File: config.mk
export PLATFORM = sky130hd
export DESIGN_NAME = cmd_parser
export DESIGN_NICKNAME = d
export VERILOG_FILES = /design/src/rtl/gemm_pkg.sv /design/src/rtl/cmd_parser.sv
export SDC_FILE = /design/constraint.sdc
export NUM_CORES = 1
export LEC_CHECK = 0
export CAP_MARGIN = 10
export CELL_PAD_IN_SITES_DETAIL_PLACEMENT = 1
export CELL_PAD_IN_SITES_GLOBAL_PLACEMENT = 2
export CORE_MARGIN = 8
export CORE_UTILIZATION = 30
export DETAILED_ROUTE_END_ITERATION = 7
export MAX_ROUTING_LAYER = met4
export PLACE_DENSITY = 0.87
export SYNTH_ARGS = -nofsm -noshare
export SYNTH_HDL_FRONTEND = slang
export SYNTH_SLANG_ARGS = --single-unit
File: constraint.sdc
create_clock -name i_clk -period 18.1 [get_ports i_clk]
set_input_delay 3.62 -clock i_clk [delete_from_list [all_inputs] [get_ports i_clk]]
set_output_delay 3.62 -clock i_clk [all_outputs]
set_load 0.005 [all_outputs]
File: src/rtl/gemm_pkg.sv
// Shared GEMM front-end types: the uCode command header layout and the
// state encoding of the command parser.
package gemm_pkg;

    localparam int cmd_buf_width_gp   = 32;
    localparam int cmd_max_payload_gp = 4;
    localparam int cmd_len_width_gp   = 3;

    typedef struct packed {
        logic [7:0]                  opcode;
        logic [7:0]                  id;
        logic [4:0]                  rsvd_hi;
        logic [cmd_len_width_gp-1:0] len;
        logic [7:0]                  rsvd_lo;
    } cmd_hdr_t;

    typedef enum logic [2:0] {
        ST_IDLE    = 3'd0,
        ST_HDR     = 3'd1,
        ST_PAY     = 3'd2,
        ST_DISCARD = 3'd3,
        ST_EMIT    = 3'd4
    } cmd_parser_state_e;

endpackage

File: src/rtl/cmd_parser.sv
// Drains the command FIFO, assembles header + payload words into one parallel
// bundle for the GEMM dispatcher, and drops over-length commands.
module cmd_parser
    import gemm_pkg::*;
#(
    parameter int CMD_WIDTH   = cmd_buf_width_gp,
    parameter int MAX_PAYLOAD = cmd_max_payload_gp,
    parameter int LEN_W       = cmd_len_width_gp
) (
    input  logic                             i_clk,
    input  logic                             i_reset,
    input  logic [CMD_WIDTH-1:0]             i_fifo_rd_data,
    input  logic                             i_fifo_empty,
    output logic                             o_fifo_rd_en,
    output logic                             o_cmd_valid,
    input  logic                             i_cmd_ready,
    output logic [7:0]                       o_cmd_opcode,
    output logic [7:0]                       o_cmd_id,
    output logic [LEN_W-1:0]                 o_cmd_len,
    output logic [MAX_PAYLOAD*CMD_WIDTH-1:0] o_cmd_payload,
    output logic                             o_err_len,
    output logic [7:0]                       o_err_count,
    output logic [15:0]                      o_cmd_count,
    output logic                             o_busy
);

    localparam int               PAY_W   = MAX_PAYLOAD * CMD_WIDTH;
    localparam logic [LEN_W-1:0] MAX_LEN = LEN_W'(MAX_PAYLOAD);
    localparam logic [LEN_W-1:0] ONE     = LEN_W'(1);

    cmd_parser_state_e state_q, state_d;
    logic              rd_valid_q, rd_valid_d;
    logic [7:0]        opcode_q, opcode_d;
    logic [7:0]        id_q, id_d;
    logic [LEN_W-1:0]  len_q, len_d;
    logic [LEN_W-1:0]  req_left_q, req_left_d;
    logic [LEN_W-1:0]  rcv_left_q, rcv_left_d;
    logic [PAY_W-1:0]  payload_q, payload_d;
    logic              err_len_q, err_len_d;
    logic [7:0]        err_count_q, err_count_d;
    logic [15:0]       cmd_count_q, cmd_count_d;

    logic              rd_req;
    cmd_hdr_t          hdr;
    logic [LEN_W-1:0]  hdr_len;
    logic [LEN_W-1:0]  wr_idx;
    logic              unused_hdr_bits;

    assign hdr             = cmd_hdr_t'(i_fifo_rd_data[31:0]);
    assign hdr_len         = LEN_W'(hdr.len);
    assign unused_hdr_bits = ^{hdr.rsvd_hi, hdr.rsvd_lo};
    assign wr_idx          = len_q - rcv_left_q;

    always_comb begin
        // NOTE: every always_comb target gets a default first so no path leaves it unassigned (no latch).
        state_d     = state_q;
        opcode_d    = opcode_q;
        id_d        = id_q;
        len_d       = len_q;
        req_left_d  = req_left_q;
        rcv_left_d  = rcv_left_q;
        payload_d   = payload_q;
        err_len_d   = err_len_q;
        err_count_d = err_count_q;
        cmd_count_d = cmd_count_q;
        rd_req      = 1'b0;

        case (state_q)
            ST_IDLE: begin
                rd_req = ~i_fifo_empty;
                if (rd_req) state_d = ST_HDR;
            end

            ST_HDR: begin
                opcode_d   = hdr.opcode;
                id_d       = hdr.id;
                len_d      = hdr_len;
                payload_d  = '0;
                rcv_left_d = hdr_len;
                // The first payload read overlaps the header decode to save a cycle.
                rd_req     = (hdr_len != '0) & ~i_fifo_empty;
                req_left_d = rd_req ? hdr_len - ONE : hdr_len;
                if (hdr_len == '0) begin
                    state_d = ST_EMIT;
                end else if (hdr_len > MAX_LEN) begin
                    err_len_d   = 1'b1;
                    err_count_d = (err_count_q != 8'hFF) ? err_count_q + 8'd1 : err_count_q;
                    state_d     = ST_DISCARD;
                end else begin
                    state_d = ST_PAY;
                end
            end

            ST_PAY, ST_DISCARD: begin
                rd_req = (req_left_q != '0) & ~i_fifo_empty;
                if (rd_req) req_left_d = req_left_q - ONE;
                if (rd_valid_q) begin
                    if (state_q == ST_PAY) begin
                        for (int k = 0; k < MAX_PAYLOAD; k++) begin
                            if (wr_idx == LEN_W'(k)) payload_d[k*CMD_WIDTH +: CMD_WIDTH] = i_fifo_rd_data;
                        end
                    end
                    rcv_left_d = rcv_left_q - ONE;
                    if (rcv_left_q == ONE) state_d = (state_q == ST_PAY) ? ST_EMIT : ST_IDLE;
                end
            end

            ST_EMIT: begin
                if (i_cmd_ready) begin
                    cmd_count_d = cmd_count_q + 16'd1;
                    state_d     = ST_IDLE;
                end
            end

            default: state_d = ST_IDLE;
        endcase
    end

    always_ff @(posedge i_clk or posedge i_reset) begin
        if (i_reset) begin
            state_q     <= ST_IDLE;
            rd_valid_q  <= 1'b0;
            opcode_q    <= '0;
            id_q        <= '0;
            len_q       <= '0;
            req_left_q  <= '0;
            rcv_left_q  <= '0;
            // NOTE: the payload register is reset because unused words must read as zero from the start.
            payload_q   <= '0;
            err_len_q   <= 1'b0;
            err_count_q <= '0;
            cmd_count_q <= '0;
        end else begin
            // NOTE: non-blocking assignments so every flop samples its pre-edge _d value.
            state_q     <= state_d;
            rd_valid_q  <= rd_req;
            opcode_q    <= opcode_d;
            id_q        <= id_d;
            len_q       <= len_d;
            req_left_q  <= req_left_d;
            rcv_left_q  <= rcv_left_d;
            payload_q   <= payload_d;
            err_len_q   <= err_len_d;
            err_count_q <= err_count_d;
            cmd_count_q <= cmd_count_d;
        end
    end

    // Gating with reset keeps every output low for the whole reset pulse.
    assign o_fifo_rd_en  = rd_req & ~i_reset;
    assign o_cmd_valid   = (state_q == ST_EMIT);
    assign o_cmd_opcode  = opcode_q;
    assign o_cmd_id      = id_q;
    assign o_cmd_len     = len_q;
    assign o_cmd_payload = payload_q;
    assign o_err_len     = err_len_q;
    assign o_err_count   = err_count_q;
    assign o_cmd_count   = cmd_count_q;
    assign o_busy        = (state_q != ST_IDLE);

endmodule

; After elaboration in Yosys (flattened, before gate mapping)
; Index checks and enable logic that the tools add are counted.
[totals]
out_inout_bits = 175
word_cells = 85
regBits = 182
in_bits = 36
[op_classes]
n_addsub = 6
mux = 21
n_bitwise = 6
eq_ne = 19
reduce_logical = 18
magnitude_cmp = 1
[ops]
columns = operator, count
row1 = 128-bit two-way mux, 2
row2 = 128-bit one-hot mux with 2 select lines, 1
row3 = 32-bit two-way mux, 4
row4 = 3-bit two-way mux, 9
row5 = 4-bit AND reduction, 6
row6 = "2-bit != test, second input constant", 9
row7 = "16-bit by 1-bit adder with 16-bit output, second input constant", 1
row8 = "3-bit by 2-bit == test with 1-bit output, second input constant", 4
row9 = 3-bit one-hot mux with 2 select lines, 2
row10 = 3-bit one-hot mux with 4 select lines, 1
row11 = "3-bit by 1-bit == test with 1-bit output, second input constant", 3
row12 = 3-bit logical NOT, 3
row13 = 3-bit nonzero test, 3
row14 = "3-bit by 1-bit subtractor with 3-bit output, second input constant", 3
row15 = "8-bit by 1-bit adder with 8-bit output, second input constant", 1
row16 = "8-bit != test, second input constant", 1
row17 = 2-bit AND reduction, 3
row18 = 1-bit AND, 3
row19 = "3-bit == test, second input constant", 1
row20 = "3-bit > comparator, second input constant", 1
row21 = 1-bit NOT, 3
row22 = 1-bit one-hot mux with 3 select lines, 1
row23 = 3-bit AND reduction, 1
row24 = 3-bit subtractor, 1
row25 = 4 further kinds, 4

; Longest topological paths before layout
; Gate-level depths: netlist of the first run.
[depth]
word_depth = 6
mapped_depth = 9
mapped_depth_nobuf = 8

; Least setup slack after synthesis of the first run
; No wires, ideal clock.
[synth_timing]
path_type = in2out
start = input port i_fifo_rd_data[8]
end = output port o_fifo_rd_en
path_slack_ns = 10.015
n_path_buf = 0
path_stages = 6
arrival_ns = 4.465
required_time_ns = 14.480
path_cell_list = inv_1 -> ha_1 -> ha_1 -> inv_1 -> o21ai_0 -> nor4_1
[synth_via]
elab_chain_cells = 4
[synth_lines]
columns = element, line_no
row1 = "start, declared", cmd_parser.sv:12  ; input logic [CMD_WIDTH-1:0] i_fifo_rd_data,
row2 = 3-bit nonzero test, cmd_parser.sv:81  ; rd_req = (hdr_len != '0) & ~i_fifo_empty;
row3 = 1-bit AND, cmd_parser.sv:81
row4 = 1-bit one-hot mux with 3 select lines, cmd_parser.sv:68  ; case (state_q)
row5 = 1-bit AND, cmd_parser.sv:150  ; assign o_fifo_rd_en = rd_req & ~i_reset;
row6 = "end, declared", cmd_parser.sv:14  ; output logic o_fifo_rd_en,
; Every way passes these cells.

; Worst setup path after layout of the first run
; Ends and elaborated chain as after synthesis.

==> flow_summary.json, run 1 <==
{
  "drt_first_pass_iters": 4,
  "drive_gt1_share_pct": 7.68,
  "grt_pass1_wl_um": 40300,
  "status": "finished, final reports clean",
  "synth_edf_count": 0,
  "synth.largest_area_cell": "dfrtp_1",
  "drv_slew": 0,
  "p_per_area_nw_per_um2": 169,
  "hold_class": "register to register",
  "crit_slowest_cell": "clkdlybuf4s50_1",
  "area_growth_pct": 39.5,
  "grt-ovfl-total": 0,
  "grt_pass1_vias": 6271,
  "wl_met3_um": 1560,
  "cts_max_level": 4,
  "syn_inst": 597,
  "vias_per_cell": 5.00,
  "detail_route.iter0.violations": 347,
  "power.share.clock_pct": 22.3,
  "async_flop_share_pct": 100,
  "final_cells": 1131,
  "core_region_area_um2": 24300,
  "antenna_found_initial": 0,
  "finalWirelength_um": 25500,
  "final-setup-viol-count": 0,
  "wl_met1_um": 11300,
  "ir_drop_mv": 0.0911,
  "rsz0062_at_grt": "no",
  "gp_congestion": 0.759,
  "synth_common_cells": "dfrtp_1 (182), o2bb2ai_1 (126), nand2_1 (95), buf_6 (18), inv_1 (17)",
  "die_x_um": 173,
  "dpl_worst_slack_ps": 8840,
  "p_leak_nw": 4.40,
  "required_ps": 14480,
  "yosys.cell_types.count": 51,
  "fp.dieH_um": 173,
  "syn_avg_cell_area_um2": 12.4,
  "synth_top_area_share_pct": 61.3,
  "fin_crit_sh_pct": 51.2,
  "cts_root_buffer": "clkbuf_16",
  "critPathArrivalTime_ps": 5650,
  "end_kind": "output port",
  "synthesis.area_um2": 7430,
  "seq_power_share_pct": 35.9,
  "fin_skew_ps": 17.1,
  "dp_hpwl_um": 16800,
  "dp_cells": 1099,
  "clk_latency_ps": 440,
  "fin_setup_tns_ps": 0,
  "die-area_um2": 30100,
  "p_comb_share_pct": 41.8,
  "fin_hold_ws_ps": 463,
  "worst_slew_pin_slew_ps": 1220,
  "post_drt_wl_per_cell_um": 22.5,
  "slew_headroom_pct": 18.3,
  "worst_slack_ps": 8830,
  "cts_tree": "yes",
  "post-synth-top-count-cell": "dfrtp_1",
  "start_kind": "input pin",
  "switching_power_mw": 0.680,
  "dr_wl_met2_um": 12200,
  "ys_ff_latch": 182,
  "min_period_ps": 9270,
  "hold_buffers": 0,
  "slowest_delay_ps": 550,
  "final_nets": 841,
  "maxUsedRoutingLayer": "met4",
  "portBuffers": 210,
  "synthFlopType": "dfrtp_1",
  "power_mw": 1.75,
  "post-cts-setup-buffers": 0,
  "num_vias": 5652,
  "intPower_mw": 1.07,
  "crit_chain": "clkdlybuf4s50_1 -> inv_1 -> ha_1 -> ha_1 -> inv_1 -> o21ai_0 -> nor4_1 -> clkdlybuf4s50_1",
  "cp_max_fo": 5,
  "start_util_pct": 30.6,
  "fillers": 2586,
  "io_pins": 211,
  "rows": 57,
  "clk_path_buf_depth": 2,
  "synth_fp_nets": 644,
  "clk_pin_slew_ps": 70,
  "max_freq_mhz": 108,
  "cts_inserted_buffers": 17,
  "synth_warnings": 0,
  "clkSinkCount": 182,
  "seq_area_frac_synth_pct": 61.3,
  "worst-setup-path-type": "input pin to output port",
  "antenna_cells": 0,
  "grt_max_degree": 120,
  "hold_viol": 0,
  "grt.total_usage_pct": 17.7,
  "drc_errors": 0,
  "synth.area.top_cells": "dfrtp_1 (61%), o2bb2ai_1 (15%), nand2_1 (4.8%), buf_6 (2.7%), ha_1 (1.7%)",
  "postCtsResizedCells": 0,
  "max_cap_violations": 0,
  "drtAntennaViolNets": 0,
  "swShare_pct": 38.8
}
==> cell usage in the layout, fill, tap and decap left out, types with 3 or more instances in the layout <==
cell             instances
clkdlybuf4s50_1        210
dfrtp_1                181
o2bb2ai_1              126
nand2_1                 95
clkbuf_16               17
inv_1                   16
xnor2_1                 13
nor2_1                  11
a21oi_1                 10
ha_1                    10
nand3_1                  9
nor3_1                   6
o21ai_0                  6
buf_4                    6
xor2_1                   5
nand4_1                  5
and3_1                   5
clkinv_8                 5
nand2b_1                 4
o21ai_4                  4
mux2i_1                  4
o22ai_1                  4
inv_8                    4
nand2_2                  3
mux2_2                   3
and4_1                   3
==> layer usage <==
metal	up-vias	global-route usage, %
met1	2930	22.1
met4	0	4.64
met2	152	27.4
met3	25	5.64
li1	2545	-
met5	-	-
==> stage by stage <==
step,cell area [um^2],utilization (%)
4_1_cts,10400,42.6
6_report,10400,42.6
2_1_floorplan,7430,-
3_3_place_gp,9740,40.0
3_5_place_dp,9740,40.0
5_1_grt,10400,42.6
==> area by class of cell <==
class / instances / area (um^2) / area share (%)
clock buffer: 17 / 425 / 4.10
clock inverter: 15 / 201 / 1.94
inverter: 17 / 71.3 / 0.688
multi-input combinational: 360 / 2560 / 24.7
sequential: 182 / 4560 / 44.0
tap: 324 / 405 / 3.91
timing repair buffer: 216 / 2150 / 20.7
==> critical path: cells and delay by family <==
kind            cells  cell delay [ps]
compound gates      1              110
buf+inv             4             1270
simple gates        1              190
fa+ha+maj           2              470
==> path summary, 6_finish.rpt <==
kind | from | to | slack [ps] | cells past startpoint
max | i_fifo_rd_data[8] | o_fifo_rd_en | 8830 | 8
min | o_err_len$_DFFE_PP0P_ | o_err_len$_DFFE_PP0P_ | 460 | 1
min in group asynchronous | i_reset | o_err_count[6]$_DFFE_PP0P_ | 3790 | 2
max in group asynchronous | i_reset | o_cmd_id[1]$_DFFE_PP0P_ | 12890 | 3
max reg2reg | rcv_left_q[0]$_DFFE_PP0P_ | o_cmd_payload[14]$_DFFE_PP0P_ | 15090 | 7
min reg2reg | o_err_len$_DFFE_PP0P_ | o_err_len$_DFFE_PP0P_ | 460 | 1
==> power groups by stage <==
stage | clock network (mW) | registers [mW] | logic (mW)
5_1_grt | 0.417 | 0.646 | 0.801
6_report | 0.391 | 0.629 | 0.734
4_1_cts | 0.403 | 0.630 | 0.753
2_1_floorplan | 0 | 0.613 | 0.381
3_3_place_gp | 0 | 0.631 | 0.739
3_5_place_dp | 0 | 0.634 | 0.749
==> logic make-up after synthesis <==
group,Yosys count,share of synthesized area [%]
fa+ha+maj,11,1.95
buf+inv,55,4.82
xor+xnor,19,2.44
simple gates,159,10.3
compound gates,164,18.3
flops,182,61.3
mux,7,0.993
==> state kept, by name, indices dropped and copies added (netlist names) <==
signal,count
o_cmd_id,8
o_cmd_len,3
o_err_len,1
o_err_count,8
rcv_left_q,3
o_cmd_count,16
req_left_q,3
state_q,3
o_cmd_payload,128
o_cmd_opcode,8
rd_valid_q,1
No activity file was read; power rests on OpenSTA's default activity.
==> run 2, diff against run 1 <==
Clock period 18.1 ns to 8.7 ns, I/O delays scaled along.
==> run 2 against run 1 <==
  * Final area decreased by 0.14%
  * Hold slack better by 4.1 ps
  * Setup slack worse by 5600 ps
  * Sequential cell count unchanged
  * Clock skew increased by 1.8 ps
  * Sequential power is 110% higher
  * Largest power group unchanged
  * Highest routed layer unchanged
==> flow_summary.json, run 2 (synthesized netlist as in run 1, its figures left out) <==
{
  "status": "finished, final reports clean",
  "clk_path_buf_depth": 2,
  "min-delay-start": "o_err_len$_DFFE_PP0P_",
  "start_util_pct": 30.6,
  "cp_num_buf_inv": 4,
  "start_kind": "input pin",
  "fin_setup_tns_ps": 0,
  "dp_hpwl_um": 16900,
  "area_growth_pct": 39.3,
  "cts_root_buffer": "clkbuf_16",
  "drive_gt1_share_pct": 7.80,
  "cts_max_level": 4,
  "drtAntennaViolNets": 0,
  "design_area_um2": 10300,
  "hold_buffers": 0,
  "slowest_delay_ps": 550,
  "slew_headroom_pct": 35.8,
  "die-area_um2": 30100,
  "placed_cell_area_um2": 9750,
  "grt_pass1_vias": 6355,
  "cts_tree": "yes",
  "num_vias": 5634,
  "finalWirelength_um": 25500,
  "max_freq_mhz": 182,
  "gp_congestion": 0.754,
  "fp.dieH_um": 173,
  "end_kind": "output port",
  "rows": 57,
  "min_period_ps": 5490,
  "max_cap_violations": 0,
  "timing.rr.start": "rcv_left_q[0]$_DFFE_PP0P_",
  "cts_inserted_buffers": 17,
  "worst_slew_pin_slew_ps": 964,
  "largest_reg_flops": 128,
  "reg2regPathDepth": 7,
  "drv_slew": 0,
  "postCtsResizedCells": 0,
  "reg2reg_slack_ps": 5770,
  "grt.total_usage_pct": 17.5,
  "grt_pass1_wl_um": 39900,
  "fin_skew_ps": 18.8,
  "ir_drop_mv": 0.139,
  "p_per_area_nw_per_um2": 350,
  "clkSinkCount": 182,
  "fin_crit_sh_pct": 63.1,
  "portBuffers": 210,
  "critPathTopFamily": "buffers and inverters",
  "rsz0062_at_grt": "no",
  "final_nets": 842,
  "grt-ovfl-total": 0,
  "drc_errors": 0,
  "grt_max_degree": 117,
  "final-setup-viol-count": 0,
  "io_pins": 211,
  "hold_viol": 0,
  "mostFrequentLayoutCell": "clkdlybuf4s50_1",
  "post-cts-setup-buffers": 0,
  "min_path_cells": 1,
  "die_x_um": 173,
  "clk_latency_ps": 440,
  "cp_max_fo": 5,
  "p_leak_nw": 4.39,
  "detail_route.iter0.violations": 274,
  "power_mw": 3.63,
  "drt_first_pass_iters": 4,
  "hold-path-endpoint": "o_err_len$_DFFE_PP0P_",
  "clk_pin_slew_ps": 80,
  "worst-setup-path-type": "input pin to output port",
  "core_region_area_um2": 24300,
  "hold_class": "register to register",
  "required_ps": 6960,
  "crit_chain": "clkdlybuf4s50_1 -> inv_1 -> ha_1 -> ha_1 -> inv_1 -> o21ai_0 -> nor4_1 -> clkdlybuf4s50_1",
  "crit_slowest_cell": "clkdlybuf4s50_1",
  "vias_per_cell": 4.97,
  "antenna_found_initial": 1,
  "most-common-layout-cells": "clkdlybuf4s50_1 (210), dfrtp_1 (181), o2bb2ai_1 (126), nand2_1 (95), clkbuf_16 (17)",
  "reg2reg_to": "o_cmd_payload[98]$_DFFE_PP0P_",
  "post_drt_wl_per_cell_um": 22.5,
  "critPathArrivalTime_ps": 3750
}
[run 2: stage by stage]
stage	std cells	util, %	hold WS, ps	setup slack, ps
after global routing	1133	42.6	506	3030
after detailed placement	1100	40.1	451	3200
after CTS	1132	42.5	478	3190
after global placement	1100	40.1	448	3220
final	1133	42.6	467	3210
after floorplan	597	-	451	2020
[run 2: layout make-up]
class,instances,area (um^2)
flip-flops and latches,182,4560
clock inverters,15,176
inverters,17,71.3
clock buffers,17,425
multi-input cells,360,2560
fillers,2583,14000
well taps,324,405
diodes,1,2.50
repair buffers,217,2150
[run 2: where the power goes]
part / switching (mW) / internal (mW)
Combinational: 0.811 / 0.717
Clock: 0.397 / 0.391
Sequential: 0.209 / 1.10
[run 2: per-layer routing]
| metal | vias up | track usage, % | share of wire [%] |
|---|---|---|---|
| met5 | - | - | 0 |
| met4 | 0 | 4.31 | 1.2 |
| met3 | 16 | 4.66 | 5.1 |
| met2 | 120 | 28.1 | 49 |
| met1 | 2949 | 21.6 | 45 |
| li1 | 2549 | - | - |
[run 2: how the worst max path moves through the flow]
| stage | start | to | slack, ps | depth (start not counted) |
|---|---|---|---|---|
| finish | i_fifo_rd_data[8] | o_fifo_rd_en | 3210 | 8 |
| global route | i_fifo_rd_data[8] | o_fifo_rd_en | 3030 | 8 |
| CTS | i_fifo_rd_data[8] | o_fifo_rd_en | 3190 | 8 |
| detailed placement | i_fifo_rd_data[8] | o_fifo_rd_en | 3200 | 8 |
| global placement | i_fifo_rd_data[8] | o_fifo_rd_en | 3220 | 8 |
| floorplan | i_reset | o_cmd_count[0]$_DFFE_PP0P_ | 2020 | 1 |
==> run 3, diff against run 2 <==
Settings changed: CORE_UTILIZATION 30 to 28, PLACE_DENSITY 0.87 to 0.85.
Clock period 8.7 ns to 5 ns, I/O delays scaled along.
==> run 3 against run 2 <==
  * Combinational power increased by 77%
  * Wire length grew 1.5%
  * Largest power group unchanged
  * Final area is 0.28% higher
  * Register-to-register slack worse by 3700 ps
  * Core utilization decreased by 2.7 points
  * Critical path type unchanged
  * Highest routed layer unchanged
  * Sequential cell count stayed put
==> flow_summary.json, run 3 (synthesized netlist as in run 1, its figures left out) <==
{
  "hold_class": "register to register",
  "cts_max_level": 4,
  "min_period_ps": 4050,
  "drt_first_pass_iters": 4,
  "startpoint": "i_fifo_rd_data[8]",
  "io_pins": 211,
  "reg2regPathDepth": 8,
  "dpl_worst_slack_ps": 939,
  "largest_reg_flops": 128,
  "grt_max_degree": 183,
  "start_util_pct": 28.5,
  "worst_slack_ps": 955,
  "postCtsResizedCells": 0,
  "max_cap_violations": 0,
  "ir_drop_mv": 0.392,
  "dp_cells": 1112,
  "drive_gt1_share_pct": 7.91,
  "final_nets": 843,
  "final-setup-viol-count": 0,
  "status": "finished, final reports clean",
  "gp_congestion": 0.757,
  "clk_pin_slew_ps": 70,
  "die-area_um2": 32000,
  "drv_slew": 0,
  "min_path_cells": 1,
  "finalWirelength_um": 25900,
  "core_region_area_um2": 26100,
  "end_kind": "output port",
  "grt.total_usage_pct": 16.9,
  "vias_per_cell": 4.94,
  "rows": 59,
  "most-common-layout-cells": "clkdlybuf4s50_1 (210), dfrtp_1 (181), o2bb2ai_1 (126), nand2_1 (95), clkbuf_16 (17)",
  "fp.dieH_um": 179,
  "multi_input_area_um2": 2560,
  "rsz0062_at_grt": "no",
  "mostFrequentLayoutCell": "clkdlybuf4s50_1",
  "hold_buffers": 0,
  "num_vias": 5652,
  "max_freq_mhz": 247,
  "clkSinkCount": 182,
  "final_util_pct": 39.8,
  "clk_path_buf_depth": 2,
  "min-delay-start": "o_err_len$_DFFE_PP0P_",
  "critPathArrivalTime_ps": 3050,
  "placed_cell_area_um2": 9780,
  "clk_latency_ps": 430,
  "cts_root_buffer": "clkbuf_16",
  "seqCellArea_um2": 4560,
  "fillers": 2802,
  "drc_errors": 0,
  "post-cts-setup-buffers": 0,
  "required_ps": 4000,
  "slew_headroom_pct": 25.7,
  "final_cells": 1145,
  "grt-ovfl-total": 0,
  "detail_route.iter0.violations": 311,
  "p_leak_nw": 4.40,
  "design_area_um2": 10400,
  "worst-setup-path-type": "input pin to output port",
  "hold_viol": 0,
  "area_growth_pct": 39.7,
  "start_kind": "input pin",
  "cp_max_fo": 5,
  "cts_inserted_buffers": 17,
  "antenna_found_initial": 1,
  "portBuffers": 210,
  "worst_slew_pin_slew_ps": 1110,
  "grt_pass1_vias": 6278,
  "fin_hold_ws_ps": 479,
  "die_x_um": 179,
  "fin_crit_sh_pct": 80.9,
  "p_per_area_nw_per_um2": 611,
  "timing.rr.start": "rcv_left_q[0]$_DFFE_PP0P_",
  "drtAntennaViolNets": 0,
  "cts_tree": "yes",
  "post_drt_wl_per_cell_um": 22.6,
  "fin_setup_tns_ps": 0,
  "grt_pass1_wl_um": 39800,
  "dp_hpwl_um": 17100,
  "power_mw": 6.34,
  "fin_skew_ps": 14.9
}
[run 3: cell types whose count changed in the layout (fill, tap and decap cells not counted)]
cell and delta:
inv_6 -1, clkinvlp_4 -1, clkinv_4 +2, buf_12 +1, inv_8 -1, clkinv_2 +1
[run 3: area by class of cell]
type	count	area share (%)
timing repair buffer	218	21.0
multi-input combinational	360	24.7
clock inverter	15	1.69
inverter	17	0.651
sequential	182	43.9
clock buffer	17	4.10
tap	335	4.04
antenna	1	0.0241
[run 3: layer usage]
metal | vias to the layer above | part of all wire (%) | global-route usage, %
met5 | - | 0 | -
met4 | 0 | 1.1 | 4.03
met3 | 15 | 6.4 | 5.18
met2 | 120 | 47 | 26.1
met1 | 2966 | 45 | 21.5
li1 | 2551 | - | -
[run 3: power by group]
group | leakage, nW | internal, mW | total, mW | switching (mW)
logic | 1.67 | 1.25 | 2.71 | 1.45
clock network | 0.294 | 0.680 | 1.39 | 0.709
registers | 2.44 | 1.92 | 2.24 | 0.324
total | 4.40 | 3.85 | 6.34 | 2.49
[run 3: final timing paths]
path | to | slack, ps
setup / recovery | o_fifo_rd_en | 950
hold / removal | o_err_len$_DFFE_PP0P_ | 480
setup reg to reg | o_cmd_payload[32]$_DFFE_PP0P_ | 2070
hold reg to reg | o_err_len$_DFFE_PP0P_ | 480
max in group asynchronous | o_cmd_count[2]$_DFFE_PP0P_ | 2930
min in group asynchronous | o_err_count[0]$_DFFE_PP0P_ | 1150
[run 3: critical path: stages]
cell and delay (ps):
clkdlybuf4s50_1 540, inv_1 100, ha_1 230, ha_1 240
inv_1 80, o21ai_0 120, nor4_1 180, clkdlybuf4s50_1 540
